**src/rtl/level_monitor_pkg.sv**
```systemverilog
// Shared definitions for the per-level referee: state encoding, default
// parameters, and the level time-budget calculation.
package level_monitor_pkg;

  typedef enum logic [1:0] {
    ST_IDLE  = 2'd0,
    ST_PLAY  = 2'd1,
    ST_GRACE = 2'd2,
    ST_DONE  = 2'd3
  } lm_state_e;

  localparam int DEF_CLK_HZ       = 100_000_000;
  localparam int DEF_LEVEL_TIME   = 60;
  localparam int DEF_TIME_STEP    = 5;
  localparam int DEF_MIN_TIME     = 15;
  localparam int DEF_LIVES        = 3;
  localparam int DEF_HIT_CYCLES   = 1024;
  localparam int DEF_GRACE_CYCLES = 50_000_000;
  localparam int DEF_GOAL_H_MIN   = 600;
  localparam int DEF_GOAL_H_MAX   = 639;
  localparam int DEF_GOAL_V_MIN   = 0;
  localparam int DEF_GOAL_V_MAX   = 479;

  // Signed 9-bit math so deep levels clamp to the floor instead of wrapping.
  function automatic logic [7:0] levelTime(input logic [2:0]        lvl,
                                           input logic signed [8:0] base,
                                           input logic signed [8:0] step,
                                           input logic signed [8:0] floorTime);
    logic signed [8:0] t;
    t = base - $signed({6'd0, lvl}) * step;
    return (t < floorTime) ? floorTime[7:0] : t[7:0];
  endfunction

endpackage

```
**src/rtl/level_monitor_sec_tick.sv**
```systemverilog
// One-second prescaler: counts while enabled, pulses tick on the terminal
// count, and holds its phase while disabled.
module sec_tick
  import level_monitor_pkg::*;
#(
  parameter int CLK_HZ = DEF_CLK_HZ
) (
  input  logic clk,
  input  logic rst,
  input  logic en,
  input  logic clr,
  output logic tick
);

  localparam int W = (CLK_HZ > 1) ? $clog2(CLK_HZ) : 1;
  localparam logic [W-1:0] LAST = W'(CLK_HZ - 1);

  logic [W-1:0] cnt_q, cnt_d;

  assign tick = en && (cnt_q == LAST);

  always_comb begin
    cnt_d = cnt_q;
    if (clr) begin
      cnt_d = '0;
    end else if (tick) begin
      cnt_d = '0;
    end else if (en) begin
      cnt_d = cnt_q + W'(1);
    end
  end

  always_ff @(posedge clk or posedge rst) begin
    if (rst) begin
      cnt_q <= '0;
    end else begin
      cnt_q <= cnt_d;
    end
  end

endmodule

```
**src/rtl/level_monitor.sv**
```systemverilog
// Per-level referee: runs the level countdown and lives counter, filters
// wall contact into discrete hits, and pulses levelPassed / lose once per level.
module level_monitor
  import level_monitor_pkg::*;
#(
  parameter int CLK_HZ       = DEF_CLK_HZ,
  parameter int LEVEL_TIME   = DEF_LEVEL_TIME,
  parameter int TIME_STEP    = DEF_TIME_STEP,
  parameter int MIN_TIME     = DEF_MIN_TIME,
  parameter int LIVES        = DEF_LIVES,
  parameter int HIT_CYCLES   = DEF_HIT_CYCLES,
  parameter int GRACE_CYCLES = DEF_GRACE_CYCLES,
  parameter int GOAL_H_MIN   = DEF_GOAL_H_MIN,
  parameter int GOAL_H_MAX   = DEF_GOAL_H_MAX,
  parameter int GOAL_V_MIN   = DEF_GOAL_V_MIN,
  parameter int GOAL_V_MAX   = DEF_GOAL_V_MAX
) (
  input  logic        clk,
  input  logic        rst,
  input  logic [31:0] player_hPos,
  input  logic [31:0] player_vPos,
  input  logic        wall_hit,
  input  logic [2:0]  level,
  input  logic [2:0]  gameStatus,
  output logic        levelPassed,
  output logic        lose,
  output logic [7:0]  timeLeft,
  output logic [1:0]  livesLeft,
  output logic [1:0]  state
);

  localparam int FW = $clog2(HIT_CYCLES + 1);
  localparam int GW = $clog2(GRACE_CYCLES + 1);
  localparam logic [FW-1:0] HIT_LAST   = FW'(HIT_CYCLES - 1);
  localparam logic [GW-1:0] GRACE_LAST = GW'(GRACE_CYCLES - 1);
  localparam logic signed [8:0] BASE_S  = 9'(LEVEL_TIME);
  localparam logic signed [8:0] STEP_S  = 9'(TIME_STEP);
  localparam logic signed [8:0] FLOOR_S = 9'(MIN_TIME);

  lm_state_e      state_q, state_d;
  logic [7:0]     timeLeft_q, timeLeft_d;
  logic [1:0]     livesLeft_q, livesLeft_d;
  logic           levelPassed_q, levelPassed_d;
  logic           lose_q, lose_d;
  logic [FW-1:0]  filt_q, filt_d;
  logic [GW-1:0]  grace_q, grace_d;
  logic           goal_q;
  logic           inBox;
  logic           tick;
  logic           cntEn;
  logic           cntClr;

  // Unsigned wrap-around range check: (x - min) <= (max - min) covers both bounds.
  assign inBox = ((player_hPos - 32'(GOAL_H_MIN)) <= 32'(GOAL_H_MAX - GOAL_H_MIN)) &&
                 ((player_vPos - 32'(GOAL_V_MIN)) <= 32'(GOAL_V_MAX - GOAL_V_MIN));

  assign cntEn = (state_q == ST_PLAY) || (state_q == ST_GRACE);

  sec_tick #(
    .CLK_HZ(CLK_HZ)
  ) u_secTick (
    .clk  (clk),
    .rst  (rst),
    .en   (cntEn),
    .clr  (cntClr),
    .tick (tick)
  );

  always_comb begin
    state_d       = state_q;
    timeLeft_d    = timeLeft_q;
    livesLeft_d   = livesLeft_q;
    levelPassed_d = 1'b0;
    lose_d        = 1'b0;
    filt_d        = filt_q;
    grace_d       = grace_q;
    cntClr        = 1'b0;

    case (state_q)
      ST_IDLE: begin
        if (gameStatus == 3'd0) begin
          state_d     = ST_PLAY;
          timeLeft_d  = levelTime(level, BASE_S, STEP_S, FLOOR_S);
          livesLeft_d = 2'(LIVES);
          filt_d      = '0;
          grace_d     = '0;
          cntClr      = 1'b1;
        end
      end

      ST_PLAY, ST_GRACE: begin
        // Abort beats every in-level event; then goal > timeout > hit.
        if (gameStatus != 3'd0) begin
          state_d = ST_IDLE;
        end else if (goal_q) begin
          levelPassed_d = 1'b1;
          state_d       = ST_DONE;
        end else if (tick && (timeLeft_q == 8'd1)) begin
          timeLeft_d = 8'd0;
          lose_d     = 1'b1;
          state_d    = ST_DONE;
        end else begin
          if (tick) begin
            timeLeft_d = timeLeft_q - 8'd1;
          end
          if (state_q == ST_PLAY) begin
            if (!wall_hit) begin
              filt_d = '0;
            end else if (filt_q == HIT_LAST) begin
              filt_d      = '0;
              livesLeft_d = livesLeft_q - 2'd1;
              if (livesLeft_q <= 2'd1) begin
                lose_d  = 1'b1;
                state_d = ST_DONE;
              end else begin
                grace_d = '0;
                state_d = ST_GRACE;
              end
            end else begin
              filt_d = filt_q + FW'(1);
            end
          end else begin
            filt_d = '0;
            if (grace_q == GRACE_LAST) begin
              grace_d = '0;
              state_d = ST_PLAY;
            end else begin
              grace_d = grace_q + GW'(1);
            end
          end
        end
      end

      ST_DONE: begin
        if (gameStatus != 3'd0) begin
          state_d = ST_IDLE;
        end
      end

      default: state_d = ST_IDLE;
    endcase
  end

  always_ff @(posedge clk or posedge rst) begin
    if (rst) begin
      state_q       <= ST_IDLE;
      timeLeft_q    <= '0;
      livesLeft_q   <= '0;
      levelPassed_q <= 1'b0;
      lose_q        <= 1'b0;
      filt_q        <= '0;
      grace_q       <= '0;
      goal_q        <= 1'b0;
    end else begin
      state_q       <= state_d;
      timeLeft_q    <= timeLeft_d;
      livesLeft_q   <= livesLeft_d;
      levelPassed_q <= levelPassed_d;
      lose_q        <= lose_d;
      filt_q        <= filt_d;
      grace_q       <= grace_d;
      goal_q        <= inBox;
    end
  end

  assign levelPassed = levelPassed_q;
  assign lose        = lose_q;
  assign timeLeft    = timeLeft_q;
  assign livesLeft   = livesLeft_q;
  assign state       = state_q;

endmodule

```
**config.mk**
```make
export PLATFORM = sky130hd
export DESIGN_NAME = level_monitor
export DESIGN_NICKNAME = d
export VERILOG_FILES = /design/src/rtl/level_monitor_pkg.sv /design/src/rtl/level_monitor_sec_tick.sv /design/src/rtl/level_monitor.sv
export SDC_FILE = /design/constraint.sdc
export NUM_CORES = 1
export LEC_CHECK = 0
export CORE_MARGIN = 2
export CORE_UTILIZATION = 40
export DETAILED_ROUTE_END_ITERATION = 16
export GPL_ROUTABILITY_DRIVEN = 0
export PLACE_DENSITY_LB_ADDON = 0.2
export SLEW_MARGIN = 5
export SYNTH_ARGS = -nofsm -noshare
export SYNTH_HDL_FRONTEND = slang
export SYNTH_HIERARCHICAL = 1
export SYNTH_SLANG_ARGS = --single-unit
```
**constraint.sdc**
```tcl
create_clock -name clk -period 3.3 [get_ports clk]
set_clock_uncertainty 0.15 [all_clocks]
set_input_delay 0.66 -clock clk [delete_from_list [all_inputs] [get_ports clk]]
set_output_delay 0.66 -clock clk [all_outputs]
set_load 0.02 [all_outputs]
```
# Yosys cells after proc, flatten, opt, wreduce, memory -nomap -nowiden
# Index checks and enable logic that the tools add are counted.
[totals] inputBits=73 reg_bits=79 out_inout_bits=14
[op_classes] muxes=60 mul=1 n_reduce_logical=15 n_addsub=7 n_lt_le_gt_ge=4 eq_ne=22
[ops] operator="$mux 26" n=9
[ops] operator="$mux 27" n=3
[ops] operator="$mux 11" n=7
[ops] operator="$pmux 26 s2" n=1
[ops] operator="$mux 8" n=6
[ops] operator="$le 32x6->1 const B" n=1
[ops] operator="$le 32x9->1 const B" n=1
[ops] operator="$mux 2" n=16
[ops] operator="$sub 32x10->32 const B" n=1
[ops] operator="$add 27x1->27 const B" n=1
[ops] operator="$eq 27x27->1 const B" n=1
[ops] operator="$add 26x1->26 const B" n=1
[ops] operator="$eq 26x26->1 const B" n=1
[ops] operator="$pmux 11 s2" n=1
[ops] operator="$ne 6x6->1 const B" n=3
[ops] operator="$ne 2x2->1 const B" n=8
[ops] operator="$pmux 8 s2" n=1
[ops] operator="$reduce_and 8->1" n=2
[ops] operator="$reduce_and 5->1" n=3
[ops] operator="$mux 1" n=14
[ops] operator="$ne 3x3->1 const B" n=4
[ops] operator="$add 11x1->11 const B" n=1
[ops] operator="$eq 11x10->1 const B" n=1
[ops] operator="$eq 8x1->1 const B" n=1
[ops] operator="17 further kinds" n=21

# Logic depth before layout (Yosys ltp)
# Gate-level depths: netlist of run 1.
[logic_depth] depth_word=9 mapped_depth=12 depth_no_buf=10

# By module
# Netlist of run 1, hierarchy kept.
[by_module_without_submodules] mod="level_monitor" n_inst=1 area_per_inst_um2=3699.8 cells_per_inst=432
[by_module_without_submodules] mod="sec_tick" n_inst=1 area_per_inst_um2=1500.2 cells_per_inst=160

# Worst setup path after synthesis of run 1
# OpenSTA, ideal clock, no wires.
[synth_path] path_kind="register to register" from="register state_q[0] (netlist: state[0])" to="register filt_q[0]" period_less_slack_ns=3.146 t_required_ns=3.025 stages_incl_launch_ff=12 setup_time_ns=0.125 t_arrival_ns=2.871 n_path_buf=1 path_slack_ns=0.154 cell_sequence="dfrtp_1 > inv_1 > ha_1 > nor4bb_1 > and4b_1 > and3_1 > nor4bb_1 > a21boi_1 > o21ai_1 > buf_2 > nor2_1 > mux2_2"
[synth_between] elab_chain_cells=6
[synth_lines] element="start, declared" line_no="level_monitor.sv:40" source="lm_state_e state_q, state_d;"
[synth_lines] element="start signal, assigned" line_no="level_monitor.sv:155" source="state_q <= state_d;"
[synth_lines] element="$eq 2x1->1 / $eq 2x2->1 (equally long branches)" line_no="level_monitor.sv:57" source="assign cntEn = (state_q == ST_PLAY) || (state_q == ST_GRACE);"
[synth_lines] element="$logic_or 1x1->1 *" line_no="level_monitor.sv:57"
[synth_lines] element="via cntEn" line_no="level_monitor.sv:50" source="logic cntEn;"
[synth_lines] element="$logic_and 1x1->1 *" line_no="level_monitor_sec_tick.sv:20" source="assign tick = en && (cnt_q == LAST);"
[synth_lines] element="via tick" line_no="level_monitor.sv:49" source="logic tick;"
[synth_lines] element="$logic_and 1x1->1 *" line_no="level_monitor.sv:98" source="end else if (tick && (timeLeft_q == 8'd1)) begin"
[synth_lines] element="$ne 2x2->1 (no source line) *"
[synth_lines] element="$reduce_and 5->1 (no source line) *"
[synth_lines] element="end signal, assigned" line_no="level_monitor.sv:160" source="filt_q <= filt_d;"
[synth_lines] element="end, declared" line_no="level_monitor.sv:45" source="logic [FW-1:0] filt_q, filt_d;"
# Mark *: on every way through the listed nets, which the timed path passes. The rest lies on a longest branch. The select of a mux whose other input is x is not followed.
# A chain may end at the register's enable or synchronous reset.

# Worst setup path in the final report of run 1
[layout_path] from="register state_q[1] (netlist: state[1])" to="register filt_q[9]"
# Same word-level chain as after synthesis.

==> results.yml, run 1 <==
global_route:
  grt-ovfl-total: 0
  grt_pass1_wl_um: 22830
  grt_pass1_vias: 4978
  grt_max_degree: 53
  gr-usage-all-layers_pct: 19.64
  antenna_found_initial: 0
route:
  drt_iter0_markers: 346
  drtPass1Iterations: 5
  routed-via-count: 4805
  wl_um: 13010
  drc: 0
  vias_per_cell: 5.646
  post_drt_wl_per_cell_um: 15.29
  antenna_left: 0
worst_setup_path:
  r2r_cells: 10
  r2r-start: "state[1]"
  cp-endpoint: "filt_q[9]"
  crit_fanout: 5
  r2r_slack_ns: 0.24
  worstSetupPathType: "register to register"
  critPathLaunch: "state[1]"
  r2r-end: "filt_q[9]"
  cp-start-kind: "register"
  critical_path.endpoint_type: "register"
  crit_required_ns: 3.38
  arrival_ns: 3.14
floorplanning:
  core_area_um2: 12670
  initial_core_util_pct: 41.04
  num_rows: 41
  die_w_um: 118.0
  die_h_um: 118.0
  io_pins: 87
  dieArea_um2: 13930
cts:
  post_cts_buffers: 0
  cts_max_path_buffers: 2
  cts_hold_buf: 0
  cts_resized: 0
  clock-sinks: 79
  clk_latency_ns: 0.34
  clk_pin_slew_worst_paths_ns: 0.06
  clockRootBuffer: "clkbuf_16"
  h-tree-depth: 3
  cts_buffers: 9
  tritoncts: "done"
sta:
  setup_tns_ns: 0
  whs_ns: 0.3377
  hold_viol: 0
  setup_viol: 0
  grt_setup_unrepaired: "false"
  relSlewSlack_pct: 54.83
  post-route-period-util_pct: 92.77
  fmax_mhz: 326.6
  final-max-slew-violation-count: 0
  fin_crit_ns: 3.062
  worst_slew_pin_slew_ns: 0.6776
yosys:
  ys_types: 73
  yosys_warnings: 6
  synth_edf_count: 0
  ys_seq_area_share_pct: 38.02
  syn-instance-count: 592
  synthArstFlopShare_pct: 100.0
  synth.avg_cell_area_um2: 8.784
  synth_flop_cell: "dfrtp_1"
  syn_nets: 681
  syn-cell-area_um2: 5200
  synth_seq_cells: 79
placed_design:
  hpwl_um: 9556
  dpl_cell_area_um2: 6196
  io_buffers: 78
finish:
  areaGrowthSynthToFinish_pct: 26.03
  drive_above_1_share_pct: 8.689
  fin_nets: 763
  stdcell_area_um2: 6554
  n_antenna_cell: 0
  finish.utilization_pct: 51.72
hold_path:
  hp-start: "grace_q[25]"
  hp-class: "register to register"
pwr:
  p_leak_nw: 2.617
  power_mw: 3.743
  vdd.ir_drop.worst_v: 0.0002779
  powerDensity_nw_per_um2: 571.1
job:
  cap_violations: 0
outcome:
  status: "finished, final reports clean"
[layer usage]
| metal | share of wire [%] | global-route usage (%) | routed length [µm] | vias to the layer above |
|---|---|---|---|---|
| met1 | 45 | 24.47 | 5877 | 2302 |
| met5 | 0 | 0 | 0 | - |
| met2 | 49 | 33.50 | 6345 | 115 |
| met4 | 1.3 | 6.551 | 163 | 0 |
| met3 | 4.8 | 4.506 | 622 | 16 |
| li1 | - | - | - | 2372 |
[registers in the layout, indices dropped and copies added (netlist names)]
| register | cells |
|---|---|
| livesLeft | 2 |
| state | 2 |
| timeLeft | 8 |
| grace_q | 26 |
| goal_q | 1 |
| levelPassed | 1 |
| u_secTick/cnt_q | 27 |
| filt_q | 11 |
| lose | 1 |
[cell families (layout without fill, tap and decap cells)]
family | Yosys count | in the layout | share of synthesized area [%]
simple gates | 280 | 280 | 30.15
compound gates | 140 | 140 | 17.95
flops | 79 | 79 | 38.02
buf+inv | 39 | 126 | 3.345
xor+xnor | 28 | 28 | 4.716
fa+ha+maj | 16 | 16 | 3.850
mux | 10 | 10 | 1.973
[cells in the mapped netlist, types with 2 or more instances]
cell type,n,area (µm²)
dfrtp_1,79,1977
nor2_1,72,270.3
o21ai_0,40,200.2
nand2_1,37,138.9
a21oi_1,31,155.2
nand3_1,31,155.2
nand4_1,29,181.4
xor2_1,23,201.4
inv_1,21,78.83
ha_1,16,200.2
nor3_1,15,75.07
nor4_1,14,87.58
a22o_1,11,96.34
nand2b_1,11,68.82
a21o_1,9,67.56
mux2i_1,8,80.08
or3_1,8,50.05
a31oi_1,7,43.79
buf_2,7,35.03
clkbuf_1,7,26.28
nor2b_1,7,43.79
o31ai_1,7,52.55
or4_1,7,52.55
nand3b_1,5,37.54
o21a_1,5,37.54
xnor2_1,5,43.79
and3_1,4,25.02
and4_1,4,35.03
nor3b_1,4,30.03
or2_2,4,25.02
and2_1,3,18.77
buf_4,3,22.52
nor3_2,3,30.03
nor4bb_1,3,30.03
o211ai_1,3,22.52
o32ai_1,3,26.28
o41ai_1,3,26.28
a2111oi_0,2,17.52
mux2_2,2,22.52
nand4_2,2,25.02
nor4_2,2,25.02
nor4_4,2,42.54
or3_2,2,15.01
or4bb_1,2,22.52
[worst max-delay path, stage by stage, from the launching register on]
cell	delay, ns
dfrtp_1	0.39
inv_1	0.12
ha_1	0.32
nor4bb_1	0.19
and4b_1	0.25
and3_1	0.23
or4bb_1	0.51
o21ai_0	0.33
a21oi_1	0.17
nand3_1	0.09
a21bo_2	0.22
[placed cells by master, fill, tap and decap left out, types with 3 or more instances in the layout]
| cell | Yosys | final |
|---|---|---|
| clkbuf_16 | 0 | 9 |
| or3_1 | 8 | 8 |
| bufinv_16 | 0 | 3 |
| o21a_1 | 5 | 5 |
| nor2b_1 | 7 | 7 |
| and4_1 | 4 | 4 |
| dfrtp_1 | 79 | 79 |
| o32ai_1 | 3 | 3 |
| xnor2_1 | 5 | 5 |
| or2_2 | 4 | 4 |
| nand3_1 | 31 | 31 |
| nor3b_1 | 4 | 4 |
| o41ai_1 | 3 | 3 |
| and2_1 | 3 | 3 |
| xor2_1 | 23 | 23 |
| o21ai_0 | 40 | 40 |
| a21o_1 | 9 | 9 |
| or4_1 | 7 | 7 |
| buf_4 | 3 | 10 |
| ha_1 | 16 | 16 |
| inv_1 | 21 | 20 |
| a21oi_1 | 31 | 31 |
| nand3b_1 | 5 | 5 |
| o211ai_1 | 3 | 3 |
| a31oi_1 | 7 | 7 |
| nand2b_1 | 11 | 11 |
| nand2_1 | 37 | 37 |
| a22o_1 | 11 | 11 |
| nor2_1 | 72 | 71 |
| o31ai_1 | 7 | 7 |
| nor3_1 | 15 | 15 |
| nor4_1 | 14 | 14 |
| nor3_2 | 3 | 3 |
| mux2i_1 | 8 | 8 |
| and3_1 | 4 | 4 |
| nand4_1 | 29 | 29 |
| clkdlybuf4s50_1 | 0 | 78 |
[worst min-delay path by stage]
stage,depth (start not counted),end,slack [ns]
finish,1,grace_q[25],0.34
global route,1,grace_q[19],0.35
CTS,1,grace_q[25],0.34
detailed placement,1,grace_q[25],0.33
global placement,1,filt_q[10],0.31
floorplan,1,grace_q[25],0.29
[layout make-up]
type | instances | area [µm²]
clock buffer | 9 | 225.2
clock inverter | 7 | 120.1
fill | 1209 | 6117
inverter | 21 | 78.83
multi-input combinational | 474 | 3062
sequential | 79 | 1977
tap | 172 | 215.2
timing repair buffer | 89 | 875.8
[where the power goes]
part           internal, mW  switching (mW)  leakage, nW
Combinational         0.558           0.744         1.38
Sequential             1.10           0.190         1.07
Clock                 0.742           0.411        0.166
[metrics by stage]
step / setup WS [ns] / cells
2_1_floorplan: 0.1539 / 592
3_3_place_gp: 0.2045 / 835
3_5_place_dp: 0.1469 / 835
4_1_cts: 0.1273 / 851
5_1_grt: 0.02339 / 851
6_report: 0.2385 / 851
Power figures use the tool's default switching activity.
==> run 2: changes to the inputs <==
--- a/config.mk
+++ b/config.mk
@@ -10,7 +10,7 @@
 export DETAILED_ROUTE_END_ITERATION = 16
 export GPL_ROUTABILITY_DRIVEN = 0
 export PLACE_DENSITY_LB_ADDON = 0.2
-export SLEW_MARGIN = 5
+export SLEW_MARGIN = 10
 export SYNTH_ARGS = -nofsm -noshare
 export SYNTH_HDL_FRONTEND = slang
 export SYNTH_HIERARCHICAL = 1
==> results of run 2 <==
Final layout, timing and power as in run 1 (identical DEF).
==> run 3: changes to the inputs <==
--- a/config.mk
+++ b/config.mk
@@ -5,7 +5,7 @@
 export SDC_FILE = /design/constraint.sdc
 export NUM_CORES = 1
 export LEC_CHECK = 0
-export CORE_MARGIN = 2
+export CORE_MARGIN = 8
 export CORE_UTILIZATION = 40
 export DETAILED_ROUTE_END_ITERATION = 16
 export GPL_ROUTABILITY_DRIVEN = 0
==> run 3 against run 2 <==
Register-to-register slack is essentially flat. Clock power shrank 18%. Sequential power is essentially flat. Maximum frequency shrank 0.41%. Global-route usage shrank 3.2 points. Utilization shrank 0.35 points. First-iteration DRC count shrank 3.2%. Sequential share of layout area grew 0.20 points. Worst setup slack lost 0.013 ns.
==> results.yml, run 3 (synthesis gave the netlist of run 1 again) <==
finish:
  fin_nets: 764
  largest_reg_flops: 27
  reg_top3: "u_secTick/cnt_q: 27 flops, grace_q: 26 flops, filt_q: 11 flops"
  fillCellCount: 1220
  top_register: "u_secTick/cnt_q"
  drive_above_1_share_pct: 8.824
  finish.utilization_pct: 51.38
  areaGrowthSynthToFinish_pct: 25.19
  final_common_cell: "dfrtp_1"
  final_cell_mix: "dfrtp_1, clkdlybuf4s50_1, nor2_1, o21ai_0, nand2_1"
  n_antenna_cell: 0
  stdcell_area_um2: 6510
cts:
  tritoncts: "done"
  h-tree-depth: 3
  cts_buffers: 9
  clockRootBuffer: "clkbuf_16"
  clk_latency_ns: 0.33
  clock-sinks: 79
  cts_max_path_buffers: 2
  clk_pin_slew_worst_paths_ns: 0.06
hold_path:
  hp-start: "grace_q[25]"
  hp-class: "register to register"
  hold_end: "grace_q[25]"
  whs_path_depth: 1
worst_setup_path:
  r2r_cells: 10
  arrival_ns: 3.14
  cp-start-kind: "register"
  cp.depth: 10
  r2r-start: "state[1]"
  r2r-end: "filt_q[9]"
  max_stage_delay_ns: 0.51
  crit_fanout: 5
  critical_path.endpoint_type: "register"
  r2r_slack_ns: 0.23
  crit_chain: "inv_1 > ha_1 > nor4bb_1 > and4b_1 > and3_1 > or4bb_1 > o21ai_0 > a21oi_1 > nand3_1 > a21bo_2"
  path_buf_inv: 1
  crit_family: "simple AND/OR/NAND/NOR gates"
  worst_path_max_delay_cell: "or4bb_1"
  worstSetupPathType: "register to register"
  crit_required_ns: 3.37
pwr:
  power_mw: 3.530
  powerDensity_nw_per_um2: 542.2
  vdd.ir_drop.worst_v: 0.0002944
  p_leak_nw: 2.590
floorplanning:
  initial_core_util_pct: 41.04
  die_h_um: 130.0
  io_pins: 87
  die_w_um: 130.0
  dieArea_um2: 16900
  num_rows: 41
  core_area_um2: 12670
placed_design:
  io_buffers: 78
  hpwl_um: 10080
  dpl_cell_area_um2: 6203
  dp_slack_ns: 0.1021
global_route:
  grt_pass1_vias: 4852
  grt-ovfl-total: 0
  antenna_found_initial: 0
  gr-usage-all-layers_pct: 16.43
  grt_pass1_wl_um: 22710
  grt_max_degree: 35
sta:
  worst_slack_ns: 0.2259
  fin_crit_ns: 3.074
  setup_tns_ns: 0
  fmax_mhz: 325.3
  hold_viol: 0
  grt_setup_unrepaired: "false"
  post-route-period-util_pct: 93.16
  worst_slew_pin_slew_ns: 0.6142
  relSlewSlack_pct: 58.83
  final-max-slew-violation-count: 0
  setup_viol: 0
route:
  post_drt_wl_per_cell_um: 15.62
  antenna_left: 0
  drtPass1Iterations: 5
  drc: 0
  drt_iter0_markers: 335
  wl_um: 13310
  routed-via-count: 4862
  vias_per_cell: 5.707
job:
  cap_violations: 0
outcome:
  status: "finished, final reports clean"
-- run 3: changes by cell type in the layout (fill, tap and decap cells not counted), sizes merged --
cell / delta
bufinv: -3
clkbuf: +2
clkinvlp: +2
buf: +1
inv: -1
-- run 3: cell type report --
cell class	instances	area, µm²	area share, %
clock buffer	11	252.7	3.882
clock inverter	5	32.53	0.4997
inverter	21	78.83	1.211
multi-input combinational	474	3070	47.17
sequential	79	1977	30.37
tap	172	215.2	3.306
timing repair buffer	90	883.3	13.57
-- run 3: stage by stage --
stage          instances  hold WS [ns]
2_1_floorplan        592        0.2929
3_3_place_gp         836        0.3136
3_5_place_dp         836        0.3196
4_1_cts              852        0.3304
5_1_grt              852        0.3398
6_report             852        0.3265
-- run 3: repair_timing --
action,CTS,global route
buffers inserted,0,0
hold buffers,0,0
resized for setup,0,4
endpoints found under the setup margin,0,11
-- run 3: power breakdown --
group          internal, mW  switching [mW]
Clock                 0.548           0.396
Sequential             1.10           0.186
Combinational         0.562           0.738
-- run 3: worst max-delay path by stage --
stage / slack, ns / to / from
after floorplan: 0.15 / filt_q[0] / state[0]
after global placement: 0.21 / grace_q[3] / state[1]
after detailed placement: 0.10 / grace_q[3] / state[1]
after CTS: 0.06 / grace_q[3] / state[1]
after global routing: 0.01 / filt_q[9] / state[1]
final: 0.23 / filt_q[9] / state[1]
-- run 3: metal layers --
metal | vias to the layer above | GRT usage, % | wire length [µm]
li1 | 2368 | - | -
met1 | 2345 | 20.53 | 6049
met2 | 139 | 26.92 | 6293
met3 | 10 | 4.937 | 838
met4 | 0 | 4.645 | 129
met5 | - | 0 | 0
